==> src/rtl/tmvp_pkg.sv <==
// tmvp_pkg
//   Shared definitions for the TMVP job sequencer, the TMVP core and its bench:
//   the sequencer state enum and the default operand geometry.
package tmvp_pkg;

    localparam int TMVP_N          = 512;  // padded operand length (BRAM depth)
    localparam int TMVP_REAL_N     = 509;  // real coefficients per operand
    localparam int TMVP_DATA_WIDTH = 8;    // coefficient width

    typedef enum logic [2:0] {
        ST_IDLE,
        ST_LOAD_F,
        ST_PAD_F,
        ST_LOAD_G,
        ST_PAD_G,
        ST_START,
        ST_RUN,
        ST_FIN
    } seq_state_e;

endpackage

==> src/rtl/tmvp_bram_port_mux.sv <==
// tmvp_bram_port_mux
//   Combinational owner selection for the f/g operand BRAM ports.
//   Ports:
//     core_phase             sequencer is in START/RUN (core owns the BRAMs)
//     ld_pending             a registered loader write is still being presented
//     ld_addr, ld_f_we/g_we  loader port-a address and write enables
//     core_*_addr_*          core read addresses
//     f/g_addr_a/b, f/g_we_a BRAM address and write-enable pins
module tmvp_bram_port_mux #(
    parameter int AW = 9
) (
    input  logic          core_phase,
    input  logic          ld_pending,
    input  logic [AW-1:0] ld_addr,
    input  logic          ld_f_we,
    input  logic          ld_g_we,
    input  logic [AW-1:0] core_f_addr_a,
    input  logic [AW-1:0] core_f_addr_b,
    input  logic [AW-1:0] core_g_addr_a,
    input  logic [AW-1:0] core_g_addr_b,
    output logic [AW-1:0] f_addr_a,
    output logic [AW-1:0] f_addr_b,
    output logic [AW-1:0] g_addr_a,
    output logic [AW-1:0] g_addr_b,
    output logic          f_we_a,
    output logic          g_we_a
);

    // The loader write path is registered, so the final g word is still on
    // port a during the first START cycle. Port a stays with the loader until
    // that write has landed; the core cannot be started before then anyway.
    logic core_a;
    assign core_a = core_phase && !ld_pending;

    assign f_addr_a = core_a ? core_f_addr_a : ld_addr;
    assign g_addr_a = core_a ? core_g_addr_a : ld_addr;
    assign f_we_a   = core_a ? 1'b0 : ld_f_we;
    assign g_we_a   = core_a ? 1'b0 : ld_g_we;

    assign f_addr_b = core_phase ? core_f_addr_b : '0;
    assign g_addr_b = core_phase ? core_g_addr_b : '0;

endmodule

==> src/rtl/tmvp_job_sequencer.sv <==
// tmvp_job_sequencer
//   Runs one TMVP job: streams f then g into their BRAMs (zero-padding each
//   from REAL_N to N words), pulses the core start, counts core output beats
//   and reports completion with a beat-count check.
//   Ports:
//     clk, reset                  clock, synchronous active-high reset
//     s_axis_*                    operand coefficient stream (f first, then g)
//     core_start/ready/done       core handshake
//     core_tvalid                 core output beat strobe (counted only)
//     core_*_addr_*               core BRAM read addresses
//     f/g_addr_a/b, f/g_we_a,
//     f/g_data_a                  BRAM port pins
//     busy, job_done, job_err,
//     beat_count                  job status
module tmvp_job_sequencer
    import tmvp_pkg::*;
#(
    parameter int N          = TMVP_N,
    parameter int REAL_N     = TMVP_REAL_N,
    parameter int DATA_WIDTH = TMVP_DATA_WIDTH,
    parameter int AW         = $clog2(N)
) (
    input  logic                   clk,
    input  logic                   reset,
    input  logic [DATA_WIDTH-1:0]  s_axis_tdata,
    input  logic                   s_axis_tvalid,
    output logic                   s_axis_tready,
    output logic                   core_start,
    input  logic                   core_ready,
    input  logic                   core_done,
    input  logic                   core_tvalid,
    input  logic [AW-1:0]          core_f_addr_a,
    input  logic [AW-1:0]          core_f_addr_b,
    input  logic [AW-1:0]          core_g_addr_a,
    input  logic [AW-1:0]          core_g_addr_b,
    output logic [AW-1:0]          f_addr_a,
    output logic [AW-1:0]          f_addr_b,
    output logic [AW-1:0]          g_addr_a,
    output logic [AW-1:0]          g_addr_b,
    output logic                   f_we_a,
    output logic                   g_we_a,
    output logic [DATA_WIDTH-1:0]  f_data_a,
    output logic [DATA_WIDTH-1:0]  g_data_a,
    output logic                   busy,
    output logic                   job_done,
    output logic                   job_err,
    output logic [$clog2(N+1)-1:0] beat_count
);

    localparam int            BCW       = $clog2(N+1);
    localparam logic [AW-1:0] LAST_REAL = AW'(REAL_N - 1);
    localparam logic [AW-1:0] LAST_ADDR = AW'(N - 1);
    localparam bit            PAD_EN    = (REAL_N < N);

    seq_state_e            state, state_next;
    logic [AW-1:0]         cnt, cnt_next;
    logic                  hs;
    logic                  wr_f, wr_g;
    logic [DATA_WIDTH-1:0] wr_val;
    logic                  start_fire, done_fire;
    logic [BCW-1:0]        bc_run;

    logic [AW-1:0]         ld_addr;
    logic [DATA_WIDTH-1:0] ld_data;
    logic                  ld_f_we, ld_g_we;

    assign s_axis_tready = !reset &&
                           (state == ST_IDLE || state == ST_LOAD_F || state == ST_LOAD_G);
    assign hs = s_axis_tready && s_axis_tvalid;

    // Beat count including a beat that coincides with core_done, saturating at N.
    always_comb begin
        bc_run = beat_count;
        if (core_tvalid && beat_count != BCW'(N))
            bc_run = beat_count + BCW'(1);
    end

    always_comb begin
        state_next = state;
        cnt_next   = cnt;
        wr_f       = 1'b0;
        wr_g       = 1'b0;
        wr_val     = s_axis_tdata;
        start_fire = 1'b0;
        done_fire  = 1'b0;
        case (state)
            // IDLE holds cnt at 0, so its first beat is simply the first LOAD_F beat.
            ST_IDLE, ST_LOAD_F: begin
                if (hs) begin
                    wr_f = 1'b1;
                    if (cnt == LAST_REAL) begin
                        cnt_next   = PAD_EN ? cnt + AW'(1) : '0;
                        state_next = PAD_EN ? ST_PAD_F : ST_LOAD_G;
                    end else begin
                        cnt_next   = cnt + AW'(1);
                        state_next = ST_LOAD_F;
                    end
                end
            end
            ST_PAD_F: begin
                wr_f   = 1'b1;
                wr_val = '0;
                if (cnt == LAST_ADDR) begin
                    cnt_next   = '0;
                    state_next = ST_LOAD_G;
                end else begin
                    cnt_next = cnt + AW'(1);
                end
            end
            ST_LOAD_G: begin
                if (hs) begin
                    wr_g = 1'b1;
                    if (cnt == LAST_REAL) begin
                        cnt_next   = PAD_EN ? cnt + AW'(1) : '0;
                        state_next = PAD_EN ? ST_PAD_G : ST_START;
                    end else begin
                        cnt_next = cnt + AW'(1);
                    end
                end
            end
            ST_PAD_G: begin
                wr_g   = 1'b1;
                wr_val = '0;
                if (cnt == LAST_ADDR) begin
                    cnt_next   = '0;
                    state_next = ST_START;
                end else begin
                    cnt_next = cnt + AW'(1);
                end
            end
            ST_START: begin
                if (core_ready) begin
                    start_fire = 1'b1;
                    state_next = ST_RUN;
                end
            end
            ST_RUN: begin
                if (core_done) begin
                    done_fire  = 1'b1;
                    state_next = ST_FIN;
                end
            end
            ST_FIN:  state_next = ST_IDLE;
            default: state_next = ST_IDLE;
        endcase
    end

    always_ff @(posedge clk) begin
        if (reset) begin
            state <= ST_IDLE;
            cnt   <= '0;
        end else begin
            state <= state_next;
            cnt   <= cnt_next;
        end
    end

    always_ff @(posedge clk) begin
        if (reset) begin
            ld_addr    <= '0;
            ld_data    <= '0;
            ld_f_we    <= 1'b0;
            ld_g_we    <= 1'b0;
            core_start <= 1'b0;
            busy       <= 1'b0;
            job_done   <= 1'b0;
            job_err    <= 1'b0;
            beat_count <= '0;
        end else begin
            ld_f_we    <= wr_f;
            ld_g_we    <= wr_g;
            if (wr_f || wr_g) begin
                ld_addr <= cnt;
                ld_data <= wr_val;
            end
            core_start <= start_fire;
            busy       <= (state_next != ST_IDLE);
            job_done   <= done_fire;
            job_err    <= done_fire && (bc_run != BCW'(REAL_N));
            if (start_fire)
                beat_count <= '0;
            else if (state == ST_RUN)
                beat_count <= bc_run;
        end
    end

    assign f_data_a = ld_data;
    assign g_data_a = ld_data;

    tmvp_bram_port_mux #(.AW(AW)) u_mux (
        .core_phase    (state == ST_START || state == ST_RUN),
        .ld_pending    (ld_f_we || ld_g_we),
        .ld_addr       (ld_addr),
        .ld_f_we       (ld_f_we),
        .ld_g_we       (ld_g_we),
        .core_f_addr_a (core_f_addr_a),
        .core_f_addr_b (core_f_addr_b),
        .core_g_addr_a (core_g_addr_a),
        .core_g_addr_b (core_g_addr_b),
        .f_addr_a      (f_addr_a),
        .f_addr_b      (f_addr_b),
        .g_addr_a      (g_addr_a),
        .g_addr_b      (g_addr_b),
        .f_we_a        (f_we_a),
        .g_we_a        (g_we_a)
    );

endmodule

==> config.mk <==
export PLATFORM = sky130hd
export DESIGN_NAME = tmvp_job_sequencer
export DESIGN_NICKNAME = d
export VERILOG_FILES = /design/src/rtl/tmvp_pkg.sv /design/src/rtl/tmvp_bram_port_mux.sv /design/src/rtl/tmvp_job_sequencer.sv
export SDC_FILE = /design/constraint.sdc
export NUM_CORES = 1
export LEC_CHECK = 0
export CAP_MARGIN = 20
export CORE_MARGIN = 2
export CORE_UTILIZATION = 45
export CTS_CLUSTER_SIZE = 24
export DETAILED_ROUTE_END_ITERATION = 6
export PLACE_DENSITY = 0.95
export SETUP_SLACK_MARGIN = 0.5
export SKIP_LAST_GASP = 1
export SLEW_MARGIN = 25
export SYNTH_ARGS = -nofsm -noshare
export SYNTH_HDL_FRONTEND = slang
export SYNTH_SLANG_ARGS = --single-unit
==> constraint.sdc <==
create_clock -name clk -period 4.3 [get_ports clk]
set_input_delay 1.075 -clock clk [delete_from_list [all_inputs] [get_ports clk]]
set_output_delay 1.075 -clock clk [all_outputs]
set_load 0.01 [all_outputs]
Word level (Yosys, flattened, before mapping)

Index checks and enable logic that the tools add are counted.

Word-level logic and storage cells: 72
Flip-flop bits (word level): 45
Output and inout bits: 69
Bits of input ports: 50

Muxes and demuxes: 27
Add/subtract/negate cells: 2
Reduce and logical (&&, ||, !) cells: 20
Equal/unequal tests: 12

Operator list:

| cell                  | count |
|---|---|
| $mux 9                | 6 |
| $mux 3                | 7 |
| $pmux 3 s7            | 1 |
| $eq 9x9->1 const B    | 2 |
| $pmux 9 s2            | 1 |
| $eq 3x3->1 const B    | 4 |
| $add 10x1->10 const B | 1 |
| $mux 10               | 1 |
| $ne 10x10->1 const B  | 1 |
| $ne 10x9->1 const B   | 1 |
| $add 9x1->9 const B   | 1 |
| $mux 8                | 1 |
| $mux 1                | 7 |
| $eq 3x2->1 const B    | 2 |
| $reduce_or 2->1       | 3 |
| $logic_and 1x1->1     | 5 |
| $logic_or 1x1->1      | 5 |
| $pmux 1 s2            | 2 |
| $eq 3x1->1 const B    | 1 |
| $logic_not 3->1       | 1 |
| $reduce_bool 3->1     | 1 |
| $reduce_or 3->1       | 1 |
| $logic_not 1->1       | 2 |
| $mux 2                | 1 |
| other kinds (3)       | 3 |

Depth between registers and ports, before layout

Depth in word-level cells: 8
Depth in mapped cells: 9
Gate-level depth less buffers: 9

Cells and area by module

A second synthesis with hierarchy kept.

Cells, all modules: 322
Area total of the unflattened synthesis: 2,730.1 um^2

By module, submodules not included:

| module             | sequential area each (um^2) | times used | cells an instance | area each (um^2) |
|---|---|---|---|---|
| tmvp_job_sequencer | 900.9                       | 1          | 280               | 2,289.7 |
| tmvp_bram_port_mux | 0.0                         | 1          | 42                | 440.4 |

Least setup slack after synthesis

No wires, ideal clock.

Path type: input port to output port
Start: input port reset
End: output port s_axis_tready
Arrival: 1,370 ps
Slack: 1,855 ps
Required time: 3,225 ps
Cell stages on the path: 3
Path buffers: 0
Cells stage by stage: nor2_2 > nand2_1 > inv_1

Cells in the longest elaborated chain, start to end: 2

Ends and longest elaborated chain:

| what              | RTL line                 | source |
|---|---|---|
| from (decl)       | tmvp_job_sequencer.sv:24 | `input logic reset,` |
| $logic_not 1->1   | tmvp_job_sequencer.sv:67 | `assign s_axis_tready = !reset &&` |
| $logic_and 1x1->1 | tmvp_job_sequencer.sv:67 |  |
| to (decl)         | tmvp_job_sequencer.sv:27 | `output logic s_axis_tready,` |

No other way between the ends.

Final worst setup path

Start: register state[1]
End: output port f_addr_a[2]

Cells in the longest elaborated chain, start to end: 4
Elaborated cells on any way between the ends: 5
Those cells by class: 2 x eq/ne; 1 x mux; 2 x reduce/logical

Ends and longest elaborated chain:

| what                   | RTL line                  | source |
|---|---|---|
| from (decl)            | tmvp_job_sequencer.sv:55  | `seq_state_e state, state_next;` |
| from (signal assigned) | tmvp_job_sequencer.sv:153 | `state <= state_next;` |
| $eq 3x3->1             | tmvp_job_sequencer.sv:191 | `.core_phase (state == ST_START \|\| state == ST_RUN),` |
| $logic_or 1x1->1 (*)   | tmvp_job_sequencer.sv:191 |  |
| $logic_and 1x1->1 (*)  | tmvp_bram_port_mux.sv:33  | `assign core_a = core_phase && !ld_pending;` |
| $mux 9 (*)             | tmvp_bram_port_mux.sv:35  | `assign f_addr_a = core_a ? core_f_addr_a : ld_addr;` |
| to (decl)              | tmvp_job_sequencer.sv:36  | `output logic [AW-1:0] f_addr_a,` |

Every way passes the cells marked *; elsewhere a longest branch is shown, timed or not.

==> metrics.cfg <==
[layout]
final_cells=516
num-fill-cells=423
final_util=0.692
nets=499
drive_above_1_share=0.0541
diodes=0
stdcell_area_um2=3810
area_growth_pct=48.8

[grt]
antenna_found_initial=0
grt_max_degree=32
grt_use_total=0.237
grt_pass1_vias=2630
grt_pass1_wl_mm=12.0
grt_overflow=0

[critical_path]
path_class=flop to primary output
r2r_setup_slack_ns=2.25
setup.worst_path.start=state[1]$_SDFF_PP0_
cp-endpoint=f_addr_a[2]
cp-start-kind=flop
endpoint_kind=primary output
critPathRequiredTime_ns=3.22
rr_endpoint=f_data_a[3]$_SDFFE_PP0P_
worstPathMaxFanout=20
critical_path_arrival_ns=2.54
rr_startpoint=state[1]$_SDFF_PP0_
r2r_cells=5

[placement]
io_buffers=118
dpl_cell_area_um2=3700
place.gp.congestion=0.965
hpwlAfterDp_mm=5.52
dpl.cell_count=509

[yosys]
synth_fa_ha_area_frac=0.0244
ys_seq_area_frac=0.352
synthCells=345
muxShareOfSynthArea=0.00831
synth_cell_type_count=51
synth_edf_count=0
async_flop_share=0
post_synth_and_or_nand_nor_area_fraction=0.348
synth_xor_area_frac=0.0547
syn_avg_cell_area_um2=7.42
synth_nets=400
yosys_register_bits=45
synth_top_family_by_area=simple AND/OR/NAND/NOR gates
synth_compound_gate_area_share=0.138
ys_top_cells_by_area=dfxtp_1, nand2_1, a21oi_1
yosys.area.top_type=dfxtp_1
synth_top_area_share=0.352
synth_flop_cell=dfxtp_1
syn_area_um2=2560
ys_warn_count=0

[power]
p_sw_w=0.000189
p_int_w=0.000659
seq_power_share=0.505
power_frac_clock=0.365
leakagePower_nw=1.48
combPwrFrac=0.130
p_per_area_nw_per_um2=223
ir_drop_mv=0.169
p_sw_frac=0.223

[worst_hold_path]
min_path_type=flop to flop
min_path_cells=2

[floorplan]
chipWidth_um=79.4
num_rows=27
io_pins=119
fp.dieArea_um2=6310
core_area_um2=5510
initial_core_util=0.465
die-height_um=79.4

[clock_network]
hold_buffers=0
cts-buffers-inserted=5
cts_root_buf=clkbuf_8
clock_path_buffers=2
clock_sinks=45
cts.clk_slew.worst_paths_ns=0.09
cts_max_level=2
clk_latency_ns=0.30
tritoncts=built
postCtsSetupBuffers=0

[sta]
tightestPinTransition_ns=0.667
setup_violations=0
drv_slew=0
setup-tns-final_ns=0
skew_ns=0.00734
max_freq_mhz=277
finalCriticalPeriod_ns=3.61
slew_headroom=0.556
rsz0062_at_grt=no
fin_crit_sh=0.840
finalHoldViolCount=0

[detailed_routing]
avgViaCountPerCell=5.46
dr.pass1.iters=4
detail-route-antenna-nets=0
drc=0
dr.first_iter.drc_count=202
vias=2815
totalWireLength_mm=7.50
wl_per_cell_um=14.5

[outcome]
status=finished clean

[run]
cap_violations=0

==> cells by family after synthesis <==
group                      count (synthesis)
AOI/OAI and AO/OA                         56
xor gates and xnor gates                  16
adders and majority gates                  5
buffers and inverters                     38
DFF                                       45
muxes                                      2
and+or+nand+nor                          183
==> final cells by class <==
cell class                 count  area [um2]  share of cell area
clock buffer                   5        68.8              0.0181
inverter                       7        26.3             0.00690
clock inverter                 2        35.0             0.00920
sequential                    45         901               0.236
multi-input combinational    262        1470               0.386
timing repair buffer         123        1220               0.320
tap                           72        90.1              0.0236
==> repair_timing <==
item / 4_1_cts / 5_1_grt
gates resized for setup: 1 / 0
setup endpoints to repair: 1 / 0
hold endpoints to repair: 0 / 0
==> synth_stat cells (all sizes together) (6+ instances only) <==
| master | n |
|---|---|
| nand2 | 88 |
| dfxtp | 45 |
| a21oi | 27 |
| nor2 | 25 |
| buf | 21 |
| and3 | 20 |
| nand3 | 15 |
| xor2 | 11 |
| clkbuf | 10 |
| inv | 7 |
| nand2b | 6 |
| nand4 | 6 |
| o21ai | 6 |
==> registers in the layout (all words and copies together) (netlist names), 3 cells and up <==
name and count:
ld_addr 9, f_data_a 8, state 3, beat_count 10
cnt 9
==> placed cells by master, fill, tap and decap left out, types with 3 or more instances in the layout <==
cell             netlist  final
nand3_1               14     14
a21oi_1               26     26
nor2_1                23     23
a21o_1                 3      3
ha_1                   5      5
o22ai_1                3      3
xnor2_1                5      5
nand2_1               87     87
nand4b_1               3      3
buf_4                  9      5
and3_1                20     19
o21ai_0                6      6
xor2_1                11     11
clkdlybuf4s50_1        0    118
dfxtp_1               45     45
nand4_1                6      6
clkbuf_8               0      5
nand2b_1               6      6
a31oi_1                3      3
inv_1                  6      6
and2_1                 3      3
==> power by group through the flow <==
stage | clock [W] | sequential (W) | combinational (W)
3_3_place_gp | 0 | 0.000438 | 0.000107
4_1_cts | 0.000307 | 0.000429 | 0.000111
6_report | 0.000309 | 0.000429 | 0.000111
3_5_place_dp | 0 | 0.000439 | 0.000110
2_1_floorplan | 0 | 0.000440 | 0.0000403
5_1_grt | 0.000323 | 0.000430 | 0.000120
==> critical path: stages (launching register included) <==
cell and delay, ns:
dfxtp_1 0.61, xor2_1 0.18, buf_4 0.21, and3_2 0.44, nand2_1 0.14, nand2_1 0.11
clkdlybuf4s50_1 0.54
==> metal layers <==
layer  vias to the layer above  global-route usage  wire (um)
met4                         0              0.0931        181
met1                      1301               0.287       3100
met5                         -                   0          0
li1                       1355                   -          -
met3                        20              0.0452        496
met2                       139               0.413       3730
==> worst min-delay path by stage <==
| stage | startpoint | slack (ns) | endpoint |
|---|---|---|---|
| after global routing | ld_addr[1]$_SDFFE_PP0P_ | 0.47 | ld_addr[1]$_SDFFE_PP0P_ |
| after floorplan | ld_addr[6]$_SDFFE_PP0P_ | 0.43 | ld_addr[6]$_SDFFE_PP0P_ |
| after detailed placement | ld_addr[3]$_SDFFE_PP0P_ | 0.44 | ld_addr[3]$_SDFFE_PP0P_ |
| after CTS | ld_addr[3]$_SDFFE_PP0P_ | 0.46 | ld_addr[3]$_SDFFE_PP0P_ |
| final | ld_addr[8]$_SDFFE_PP0P_ | 0.46 | ld_addr[8]$_SDFFE_PP0P_ |
| after global placement | ld_addr[0]$_SDFFE_PP0P_ | 0.44 | ld_addr[0]$_SDFFE_PP0P_ |
==> through the flow <==
stage	hold slack (ns)	worst slack (ns)	total power [W]
2_1_floorplan	0.432	1.86	0.000480
3_3_place_gp	0.440	0.887	0.000545
3_5_place_dp	0.445	0.811	0.000549
4_1_cts	0.457	0.720	0.000847
5_1_grt	0.474	0.609	0.000872
6_report	0.458	0.687	0.000849
No activity file was read; power rests on OpenSTA's default activity.
